$ cat src/rtl/pipeline_hazard_controller.sv
// pipeline_hazard_controller: PC/IF-ID/ID-EXE advance, hold and flush control for a 5-stage MIPS pipeline,
// with multi-cycle EXE wait state, watchdog, and stall/flush performance counters.
module pipeline_hazard_controller #(
  parameter int LONG_OP_MAX_CYCLES = 32,
  parameter int CNT_W = 16
) (
  input  logic             clk,
  input  logic             rst,
  input  logic [4:0]       id_rs,
  input  logic [4:0]       id_rt,
  input  logic             id_uses_rt,
  input  logic             id_jump,
  input  logic             id_ex_mem_read,
  input  logic [4:0]       id_ex_rt_reg,
  input  logic             ex_long_start,
  input  logic             ex_long_done,
  input  logic             mem_branch_taken,
  output logic             pc_write,
  output logic [1:0]       pc_sel,
  output logic             if_id_write,
  output logic             if_id_flush,
  output logic             id_ex_write,
  output logic             id_ex_bubble,
  output logic             ex_mem_bubble,
  output logic             long_abort,
  output logic             timeout_err,
  output logic [CNT_W-1:0] stall_cycles,
  output logic [CNT_W-1:0] flush_events
);
  localparam int WD_W = $clog2(LONG_OP_MAX_CYCLES + 1);
  typedef enum logic {RUN = 1'b0, LONG_WAIT = 1'b1} state_t;
  state_t state_q, state_d;
  logic [WD_W-1:0] wd_q, wd_d;
  logic timeout_q, timeout_d;
  logic [CNT_W-1:0] stall_q, stall_d, flush_q, flush_d;
  logic load_use, long_stall, wd_expire;
  assign load_use = id_ex_mem_read && id_ex_rt_reg != 5'd0 &&
                    (id_ex_rt_reg == id_rs || (id_uses_rt && id_ex_rt_reg == id_rt));
  // Start and done together is a single-cycle op, so it never stalls.
  assign long_stall = !ex_long_done && (state_q == LONG_WAIT || ex_long_start);
  assign wd_expire = state_q == LONG_WAIT && !ex_long_done && wd_q == WD_W'(LONG_OP_MAX_CYCLES - 1);
  assign timeout_err = timeout_q && !rst;
  assign stall_cycles = stall_q;
  assign flush_events = flush_q;
  always_ff @(posedge clk) begin
    if (rst) begin
      state_q   <= RUN;
      wd_q      <= '0;
      timeout_q <= 1'b0;
      stall_q   <= '0;
      flush_q   <= '0;
    end else begin
      state_q   <= state_d;
      wd_q      <= wd_d;
      timeout_q <= timeout_d;
      stall_q   <= stall_d;
      flush_q   <= flush_d;
    end
  end
  always_comb begin
    state_d   = state_q;
    wd_d      = wd_q;
    timeout_d = timeout_q;
    if (mem_branch_taken) begin
      state_d = RUN;
      wd_d    = '0;
    end else if (state_q == RUN) begin
      state_d = ex_long_start && !ex_long_done ? LONG_WAIT : RUN;
      wd_d    = '0;
    end else if (ex_long_done) begin
      state_d = RUN;
    end else if (wd_expire) begin
      state_d   = RUN;
      wd_d      = '0;
      timeout_d = 1'b1;
    end else begin
      wd_d = wd_q + 1'b1;
    end
    stall_d = stall_q + CNT_W'(!pc_write);
    flush_d = flush_q + CNT_W'(pc_sel != 2'd0);
  end
  always_comb begin
    pc_write      = 1'b1;
    pc_sel        = 2'd0;
    if_id_write   = 1'b1;
    if_id_flush   = 1'b0;
    id_ex_write   = 1'b1;
    id_ex_bubble  = 1'b0;
    ex_mem_bubble = 1'b0;
    long_abort    = 1'b0;
    if (rst) begin
      pc_write      = 1'b0;
      if_id_write   = 1'b0;
      id_ex_write   = 1'b0;
      if_id_flush   = 1'b1;
      id_ex_bubble  = 1'b1;
      ex_mem_bubble = 1'b1;
      long_abort    = 1'b1;
    end else if (mem_branch_taken) begin
      pc_sel        = 2'd1;
      if_id_flush   = 1'b1;
      id_ex_bubble  = 1'b1;
      ex_mem_bubble = 1'b1;
      long_abort    = state_q == LONG_WAIT;
    end else if (long_stall) begin
      pc_write      = 1'b0;
      if_id_write   = 1'b0;
      id_ex_write   = 1'b0;
      ex_mem_bubble = 1'b1;
      long_abort    = wd_expire;
    end else if (state_q == RUN && load_use) begin
      pc_write     = 1'b0;
      if_id_write  = 1'b0;
      id_ex_bubble = 1'b1;
    end else if (state_q == RUN && id_jump) begin
      pc_sel      = 2'd2;
      if_id_flush = 1'b1;
    end
  end
endmodule

$ cat config.mk
export PLATFORM = sky130hd
export DESIGN_NAME = pipeline_hazard_controller
export DESIGN_NICKNAME = d
export VERILOG_FILES = /design/src/rtl/pipeline_hazard_controller.sv
export SDC_FILE = /design/constraint.sdc
export NUM_CORES = 1
export LEC_CHECK = 0
export CORE_MARGIN = 1
export CORE_UTILIZATION = 49
export CTS_CLUSTER_SIZE = 14
export DETAILED_ROUTE_END_ITERATION = 10
export MAX_ROUTING_LAYER = met4
export PLACE_DENSITY = 0.87
export SYNTH_ARGS = -nofsm -noshare
export SYNTH_HDL_FRONTEND = slang
export SYNTH_SLANG_ARGS = --single-unit
$ cat constraint.sdc
create_clock -name clk -period 4.9 [get_ports clk]
set_input_delay 0.49 -clock clk [delete_from_list [all_inputs] [get_ports clk]]
set_output_delay 0.49 -clock clk [all_outputs]
set_load 0.005 [all_outputs]
==> results of run 1 <==
-- flip-flops by register name, indices dropped and copies added, names as in the netlist --
name and cells:
flush_events 16, stall_cycles 16, wd_q 6, state_q 1, timeout_q 1
-- metrics by stage --
| step | worst slack, ns | instance area, sq um | cells | utilization (%) | hold slack (ns) |
|---|---|---|---|---|---|
| after CTS | 1.832 | 2815 | 344 | 74.11 | 0.5058 |
| final | 1.806 | 2815 | 344 | 74.11 | 0.5112 |
| after floorplan | 2.280 | 2008 | 229 | - | 0.4745 |
| after global routing | 1.545 | 2815 | 344 | 74.11 | 0.5500 |
| after global placement | 1.644 | 2694 | 336 | 70.92 | 0.4929 |
| after detailed placement | 1.554 | 2694 | 336 | 70.92 | 0.4923 |
-- worst paths after layout --
check                   startpoint                to  slack [ns]  cells past startpoint
hold reg to reg   flush_events[14]  flush_events[14]        0.51                      2
hold / removal    flush_events[14]  flush_events[14]        0.51                      2
setup / recovery   id_ex_rt_reg[1]  flush_events[12]        1.81                     10
setup reg to reg           state_q  flush_events[12]        2.26                      9
-- power breakdown --
| part | switching (mW) | total [mW] | internal, mW |
|---|---|---|---|
| combinational | 0.0294 | 0.0751 | 0.0457 |
| sequential | 0.00458 | 0.334 | 0.329 |
| clock | 0.117 | 0.283 | 0.167 |
| total | 0.151 | 0.692 | 0.541 |
-- layout make-up --
| class | count | share of cell area (%) |
|---|---|---|
| repair buffers | 66 | 23.29 |
| clock inverters | 2 | 1.378 |
| clock buffers | 6 | 2.933 |
| multi-input cells | 174 | 40.76 |
| well taps | 48 | 2.133 |
| flip-flops and latches | 40 | 28.44 |
| inverters | 8 | 1.067 |
-- kinds of logic after synthesis --
logic type | synth area share, %
AOI/OAI and AO/OA | 8.598
DFF | 39.88
muxes | 1.620
adders and majority gates | 3.115
and+or+nand+nor | 29.41
buffers and inverters | 2.991
xor gates and xnor gates | 14.39
-- worst min-delay path: stages (launching register included) --
cell and delay (ns):
dfxtp_1 0.33, o21ai_0 0.08, a21oi_1 0.06
-- placed cells by master (no fill, tap or decap), types with 2 or more instances in the layout --
cell and instances:
a21oi_1 8, a311oi_1 2, a31o_1 4, a31oi_1 2, and3_1 2, buf_4 2
clkbuf_8 6, clkdlybuf4s50_1 64, dfxtp_1 40, ha_1 5, inv_1 8, mux2_1 2
nand2_1 13, nand2b_1 3, nand3_1 8, nand3_4 2, nand4_1 10, nor2_1 33
nor2b_1 8, nor3_1 7, nor4_1 6, o21ai_0 4, o21bai_1 2, or3_1 5
xnor2_1 23, xor2_1 10
-- metal layers --
layer	up-vias	GRT usage (%)	routed length, um	share of wire, %
met5	-	-	0	0
met4	0	11.17	99	2.3
met3	10	4.655	171	3.9
met2	46	37.12	2035	46
met1	852	27.88	2088	48
li1	932	-	-	-
==> reports/metrics.cfg, run 1 <==
[die]
ios=65
dieArea_sq_um=4359
die_w_um=66.02
die_y_um=66.02
start_util_pct=52.87
placementRows=22
core_area_sq_um=3799

[sta]
min_period_ns=3.094
fmax_mhz=323.2
tightest_slew_ns=0.7112
grt_setup_unrepaired=false
final-max-slew-violation-count=0
finalHoldViolations=0
skew_ns=0.004255
setup_viol=0
tns_ns=0
maxSlewHeadroom_pct=52.48
fin_crit_sh_pct=63.15

[final_layout]
multiInputGateArea_sq_um=1147
seqCellArea_sq_um=800.8
fillCellCount=295
nNetsFinal=323
area_growth_pct=40.19
antenna_cells=0
drive_gt1_share_pct=5.068

[routing]
drc=0
drtPass1Iterations=4
ant_nets=0
route.detailed.wl_per_inst_um=12.78
routed_wl_um=4395
vias=1840
drtIter0Drc=123
vias_per_cell=5.349

[logic_synthesis]
synth_edf_count=0
ys_async_sr_fraction_pct=0
syn-cell-area_sq_um=2008
synth_top_cell_area_share_pct=39.88
yosysMostFrequentCell=dfxtp_1
synth_top_area_cell=dfxtp_1
yosys-top-cells-area=dfxtp_1 40%, xnor2_1 10%, nor2_1 6.2%, xor2_1 4.4%, ha_1 3.1%
synthCells=229
yosys-top-cells-count=40 x dfxtp_1, 33 x nor2_1, 23 x xnor2_1
synth-main-ff-cell=dfxtp_1
yosysWarningCount=0
synth_cell_type_count=41
ys_seq_elements=40
seq_area_frac_synth_pct=39.88
synth_nets=257
avgSynthCellArea_sq_um=8.769

[placed_design]
io_buffers=64
place_hpwl_um=3257
gp_congestion=0.8011

[clock_network]
cts_buffers=5
clkTransAtPathRegs_ns=0.08
clock-root-buffer=clkbuf_8
cts_hold_buf=0
postCtsSetupBuffers=0
ctsLongestPathBuffers=2
cts_tree=done
clock_sinks=40
ctsResizeCount=0
clk_latency_ns=0.29
ctsHtreeMaxLevel=2

[power]
power_mw=0.6919
vdd_drop_max_mv=0.1607
power_density_nw_per_um2=245.8
p_leak_nw=0.9910

[global_route]
overflow=0
grt_first_pass_wirelength_um=7652
antenna_found_initial=0
grt_max_degree=26
grt_pass1_vias=1722
track_usage_pct=23.22

[setup_path]
cp_slowest_stage_delay_ns=0.54
cp_max_fo=6
worst_path_max_delay_cell=or4_1
critPathLaunchType=input port
cp_common_cell=ha_1
crit_required_ns=5.13
crit_buf_inv=1
arrival_ns=3.32
path_delay_family=simple AND/OR/NAND/NOR gates
end_kind=flop
crit_chain=clkdlybuf4s50_1, or4_1, nor2_1, nor3b_1, a311oi_1, ha_1, ha_1, nand4_1, or3_1, a21oi_1
worstSetupPathType=input port to flop

[worst_hold_path]
min_path_type=flop to flop

[run]
maxCapViolCount=0

[status]
outcome=complete, no violations

No activity file was read; power rests on OpenSTA's default activity.
==> run 2, diff against run 1 <==
Settings changed: CORE_UTILIZATION 49 to 41, PLACE_DENSITY 0.87 to 0.78.
Clock period 4.9 ns to 2.7 ns, I/O delays scaled along.
==> reports/metrics.cfg, run 2 (synthesized netlist as in run 1, its figures left out) <==
[status]
outcome=complete, no violations

[clock_network]
cts_hold_buf=0  ; unchanged
cts_tree=done
clock-root-buffer=clkbuf_8
clkTransAtPathRegs_ns=0.07  ; about the same
clock_sinks=40  ; unchanged
clk_latency_ns=0.29  ; about the same
cts_buffers=5  ; unchanged
ctsLongestPathBuffers=2  ; unchanged
ctsHtreeMaxLevel=2  ; unchanged

[sta]
holdWs_ns=0.5193  ; +0.008179 ns
grt_setup_unrepaired=false
min_period_ns=2.624
tns_ns=0  ; unchanged
tightest_slew_ns=0.3284  ; -0.3828 ns
final-max-slew-violation-count=0  ; unchanged
maxSlewHeadroom_pct=77.90  ; +25 points
finalHoldViolations=0  ; unchanged
fin_crit_sh_pct=97.18
fmax_mhz=381.1
skew_ns=0.007007  ; +0.002752 ns
setup_viol=0  ; unchanged

[placed_design]
gp_congestion=0.7949  ; -0.77%
place_hpwl_um=3595  ; +10%
io_buffers=64  ; unchanged
dpl_cell_area_sq_um=2845  ; +5.6%
placed_cells=372  ; +11%

[worst_hold_path]
min_to=flush_events[14]
min_path_type=flop to flop
min_from=flush_events[14]
whs_path_depth=2  ; unchanged

[routing]
drtIter0Drc=80  ; -35%
drtPass1Iterations=4  ; unchanged
ant_nets=0  ; unchanged
vias=1897  ; +3.1%
routed_wl_um=4688  ; +6.7%
vias_per_cell=4.992  ; -6.7%
drc=0  ; unchanged
route.detailed.wl_per_inst_um=12.34  ; -3.4%

[setup_path]
arrival_ns=2.35  ; -0.97 ns
crit_buf_inv=3  ; +2
worst_path_max_delay_cell=or4_4
path_delay_family=buffers and inverters
critPathLaunchType=input port
end_kind=output port
worstSetupPathType=input port to output port
rr_worst_depth=9  ; unchanged
crit_required_ns=2.43  ; -2.70 ns
cp_slowest_stage_delay_ns=0.56  ; +0.02 ns
crit_chain=clkdlybuf4s50_1, or4_4, nor2_4, nor3b_2, buf_4, a311o_1, clkdlybuf4s50_1
rrSetupSlack_ns=0.33  ; -1.93 ns
rr_startpoint=state_q
crit_cells=7  ; -3
cp_common_cell=clkdlybuf4s50_1
reg2reg_to=flush_events[12]
cp_max_fo=4  ; -2

[final_layout]
multiInputGateArea_sq_um=1197  ; +4.4%
fillCellCount=400  ; +36%
antenna_cells=0  ; unchanged
layout.cells.most_common=clkdlybuf4s50_1
area_growth_pct=48.79
finish.instance_area_sq_um=2988  ; +6.1%
fin_cells=380  ; +10%
drive_gt1_share_pct=13.10  ; +8.0 points
most-common-layout-cells=64 x clkdlybuf4s50_1, 40 x dfxtp_1, 32 x nor2_1
seqCellArea_sq_um=800.8  ; unchanged
nNetsFinal=340  ; +5.3%

[global_route]
track_usage_pct=19.51  ; -3.7 points
grt_max_degree=33  ; +27%
grt_first_pass_wirelength_um=7748  ; +1.3%
antenna_found_initial=0  ; unchanged
overflow=0  ; unchanged
grt_pass1_vias=1735  ; +0.75%

[die]
die_y_um=71.99  ; +9.0%
core_area_sq_um=4723  ; +24%
dieArea_sq_um=5182  ; +19%
placementRows=25  ; +14%
start_util_pct=42.52  ; -10 points
die_w_um=71.99  ; +9.0%
ios=65  ; unchanged

[power]
power_density_nw_per_um2=392.2  ; +60%
p_leak_nw=1.070  ; +7.9%
vdd_drop_max_mv=0.2595  ; +61%
power_mw=1.172  ; +69%

[run]
maxCapViolCount=0  ; unchanged

run 2: what timing repair did:
action / in CTS / in global routing
hold endpoints to repair: 0 / 0
gates resized for setup: 0 / 10
setup buffers: 0 / 0
endpoints found under the setup margin: 0 / 11
run 2: area by class of cell:
cell class / count / area share, %
clock inverter: 2 / 0.3350
inverter: 8 / 1.005
tap: 67 / 2.806
sequential: 40 / 26.80
multi-input combinational: 174 / 40.08
timing repair buffer: 83 / 26.21
clock buffer: 6 / 2.764
run 2: power by group:
group	internal [mW]	switching (mW)
registers	0.597	0.00786
logic	0.0964	0.0603
clock network	0.204	0.206
run 2: per-layer routing:
layer / share of wire, % / up-vias / track usage [%] / wire length (um)
met1: 46 / 871 / 23.42 / 2142
met3: 3.4 / 13 / 3.750 / 161
met4: 2.7 / 0 / 8.061 / 127
met2: 48 / 52 / 32.18 / 2256
li1: - / 961 / - / -
met5: 0 / - / - / 0
run 2: worst register-to-register path, delay by kind of cell (launching register included):
family / cells / cell delay (ns)
AOI/OAI and AO/OA: 3 / 0.70
adders and majority gates: 2 / 0.39
and+or+nand+nor: 4 / 0.85
DFF: 1 / 0.37
run 2: how the worst max path moves through the flow:
stage	slack [ns]	end	start
floorplan	0.30	flush_events[12]	id_ex_rt_reg[1]
detailed placement	-0.22	flush_events[12]	id_ex_rt_reg[1]
global placement	-0.12	flush_events[15]	id_ex_rt_reg[1]
finish	0.08	id_ex_bubble	id_ex_rt_reg[1]
CTS	0.04	id_ex_bubble	id_ex_rt_reg[1]
global route	0.02	id_ex_bubble	id_ex_rt_reg[1]
run 2: metrics by stage:
step	setup slack [ns]	utilization [%]
2_1_floorplan	0.3000	-
6_report	0.07614	63.26
4_1_cts	0.04104	62.20
5_1_grt	0.02456	63.26
3_5_place_dp	-0.2236	60.24
3_3_place_gp	-0.1212	60.24
==> run 3, diff against run 2 <==
Settings changed: CORE_UTILIZATION 41 to 43, CTS_BUF_LIST set to sky130_fd_sc_hd__clkbuf_4 sky130_fd_sc_hd__clkbuf_8, PLACE_DENSITY 0.78 to 0.81.
==> reports/metrics.cfg, run 3 (synthesized netlist as in run 1, its figures left out) <==
[power]
pwr-share-clk_pct=38.8  ; +3.8 points
swShare_pct=22.46  ; -0.96 points
p_leak_nw=1.090  ; +1.9%
intPower_mw=0.9693  ; +8.0%
p_seq_share_pct=48.4  ; -3.2 points
power_mw=1.250  ; +6.7%
vdd_drop_max_mv=0.3309  ; +28%
power.share.combinational_pct=12.8  ; -0.6 points
net-switching-power_mw=0.2808  ; +2.3%
power_density_nw_per_um2=417.3  ; +6.4%

[global_route]
grt_max_degree=37  ; +12%
track_usage_pct=20.80  ; +1.3 points
overflow=0  ; unchanged
grt_pass1_vias=1800  ; +3.7%
grt_first_pass_wirelength_um=8190  ; +5.7%
antenna_found_initial=0  ; unchanged

[routing]
vias=1939  ; +2.2%
route.detailed.wl_per_inst_um=13.23  ; +7.2%
vias_per_cell=5.255  ; +5.3%
drtPass1Iterations=4  ; unchanged
drc=0  ; unchanged
drtIter0Drc=127  ; +59%
ant_nets=0  ; unchanged
routed_wl_um=4881  ; +4.1%

[status]
outcome=complete, no violations

[worst_hold_path]
min_path_type=flop to flop
min_from=flush_events[14]

[sta]
grt_setup_unrepaired=true
setup_viol=0  ; unchanged
final-max-slew-violation-count=0  ; unchanged
finalHoldViolations=0  ; unchanged
min_period_ns=2.586  ; -0.03804 ns
maxSlewHeadroom_pct=76.68  ; -1.2 points
tightest_slew_ns=0.3498  ; +0.02138 ns
tns_ns=0  ; unchanged
skew_ns=0.009457  ; +0.002450 ns
fmax_mhz=386.7  ; +1.5%
holdWs_ns=0.5209  ; +0.001564 ns
fin_crit_sh_pct=95.77  ; -1.4 points

[clock_network]
cts_hold_buf=0  ; unchanged
clock-root-buffer=clkbuf_8
cts_tree=done
ctsLongestPathBuffers=2  ; unchanged
clkTransAtPathRegs_ns=0.07  ; about the same
cts_buffers=5  ; unchanged
clock_sinks=40  ; unchanged
clk_latency_ns=0.29  ; about the same
ctsHtreeMaxLevel=2  ; unchanged

[die]
ios=65  ; unchanged
die_w_um=70.34  ; -2.3%
start_util_pct=45.49  ; +3.0 points
dieArea_sq_um=4948  ; -4.5%
placementRows=24  ; -4.0%
core_area_sq_um=4414  ; -6.5%
die_y_um=70.34  ; -2.3%

[placed_design]
placed_cells=359  ; -3.5%
place_hpwl_um=3631  ; +1.0%
gp_congestion=0.8357  ; +5.1%
io_buffers=64  ; unchanged

[setup_path]
end_kind=flop
crit_buf_inv=1  ; -2
crit_path_start=id_ex_rt_reg[1]
worstSetupPathType=input port to flop
worst_path_max_delay_cell=or4_1
critPathLaunchType=input port
rr_startpoint=state_q
crit_required_ns=2.92  ; +0.49 ns
crit_chain=clkdlybuf4s50_1, or4_1, nor2_2, nor3b_2, a311oi_2, ha_2, ha_2, nand4_1, or3_1, a21oi_1
cp_slowest_stage_delay_ns=0.55  ; about the same
cp_common_cell=ha_2
arrival_ns=2.80  ; +0.45 ns
cp_max_fo=4  ; unchanged
path_delay_family=simple AND/OR/NAND/NOR gates

[final_layout]
utilization_pct=67.86  ; +4.6 points
area_growth_pct=49.16
layout.cells.most_common=clkdlybuf4s50_1
most-common-layout-cells=63 x clkdlybuf4s50_1, 40 x dfxtp_1, 32 x nor2_1
fin_cells=369  ; -2.9%
drive_gt1_share_pct=13.25  ; +0.15 points
antenna_cells=0  ; unchanged
nNetsFinal=344  ; +1.2%

[run]
maxCapViolCount=0  ; unchanged

## run 3: power groups by stage
| stage | clock (mW) | combinational, mW | sequential [mW] |
|---|---|---|---|
| finish | 0.484 | 0.160 | 0.606 |
| CTS | 0.492 | 0.158 | 0.605 |
| global route | 0.518 | 0.175 | 0.607 |
| global placement | 0 | 0.153 | 0.619 |
| detailed placement | 0 | 0.156 | 0.619 |
| floorplan | 0 | 0.0604 | 0.618 |
## run 3: worst min-delay path, delay by kind of cell (launching register included)
family         cells  cell delay, ns
flip-flops         1            0.34
AO/OA/AOI/OAI      2            0.14
## run 3: through the flow
stage	setup WS (ns)	cell area (sq um)
after floorplan	0.3000	2008
after global placement	-0.1018	2841
after detailed placement	-0.1971	2841
after CTS	0.04693	2953
after global routing	-0.04920	2995
final	0.1142	2995
## run 3: layout make-up
class	instances	area [sq um]
inverters	8	30.03
clock inverters	3	42.54
fillers	361	1419
multi-input cells	174	1172
clock buffers	5	68.82
well taps	52	65.06
repair buffers	87	815.8
flip-flops and latches	40	800.8
## run 3: worst paths after layout
kind                            slack, ns          endpoint  cells after the start
worst max-delay path                 0.11  flush_events[14]                     10
worst min-delay path                 0.52  flush_events[14]                      2
worst max register to register       0.40  flush_events[14]                      9
worst min register to register       0.52  flush_events[14]                      2
## run 3: repair_timing
item / CTS / global route
endpoints found under the setup margin: 0 / 6
setup buffers: 0 / 2
resized for setup: 0 / 7
## run 3: layer usage
layer  up-vias  share of wire, %  global-route usage [%]
met5         -                 0                       -
met4         0               1.8                   6.889
met3         8               3.8                   4.185
met2        48                48                   33.97
met1       908                46                   25.58
li1        975                 -                       -
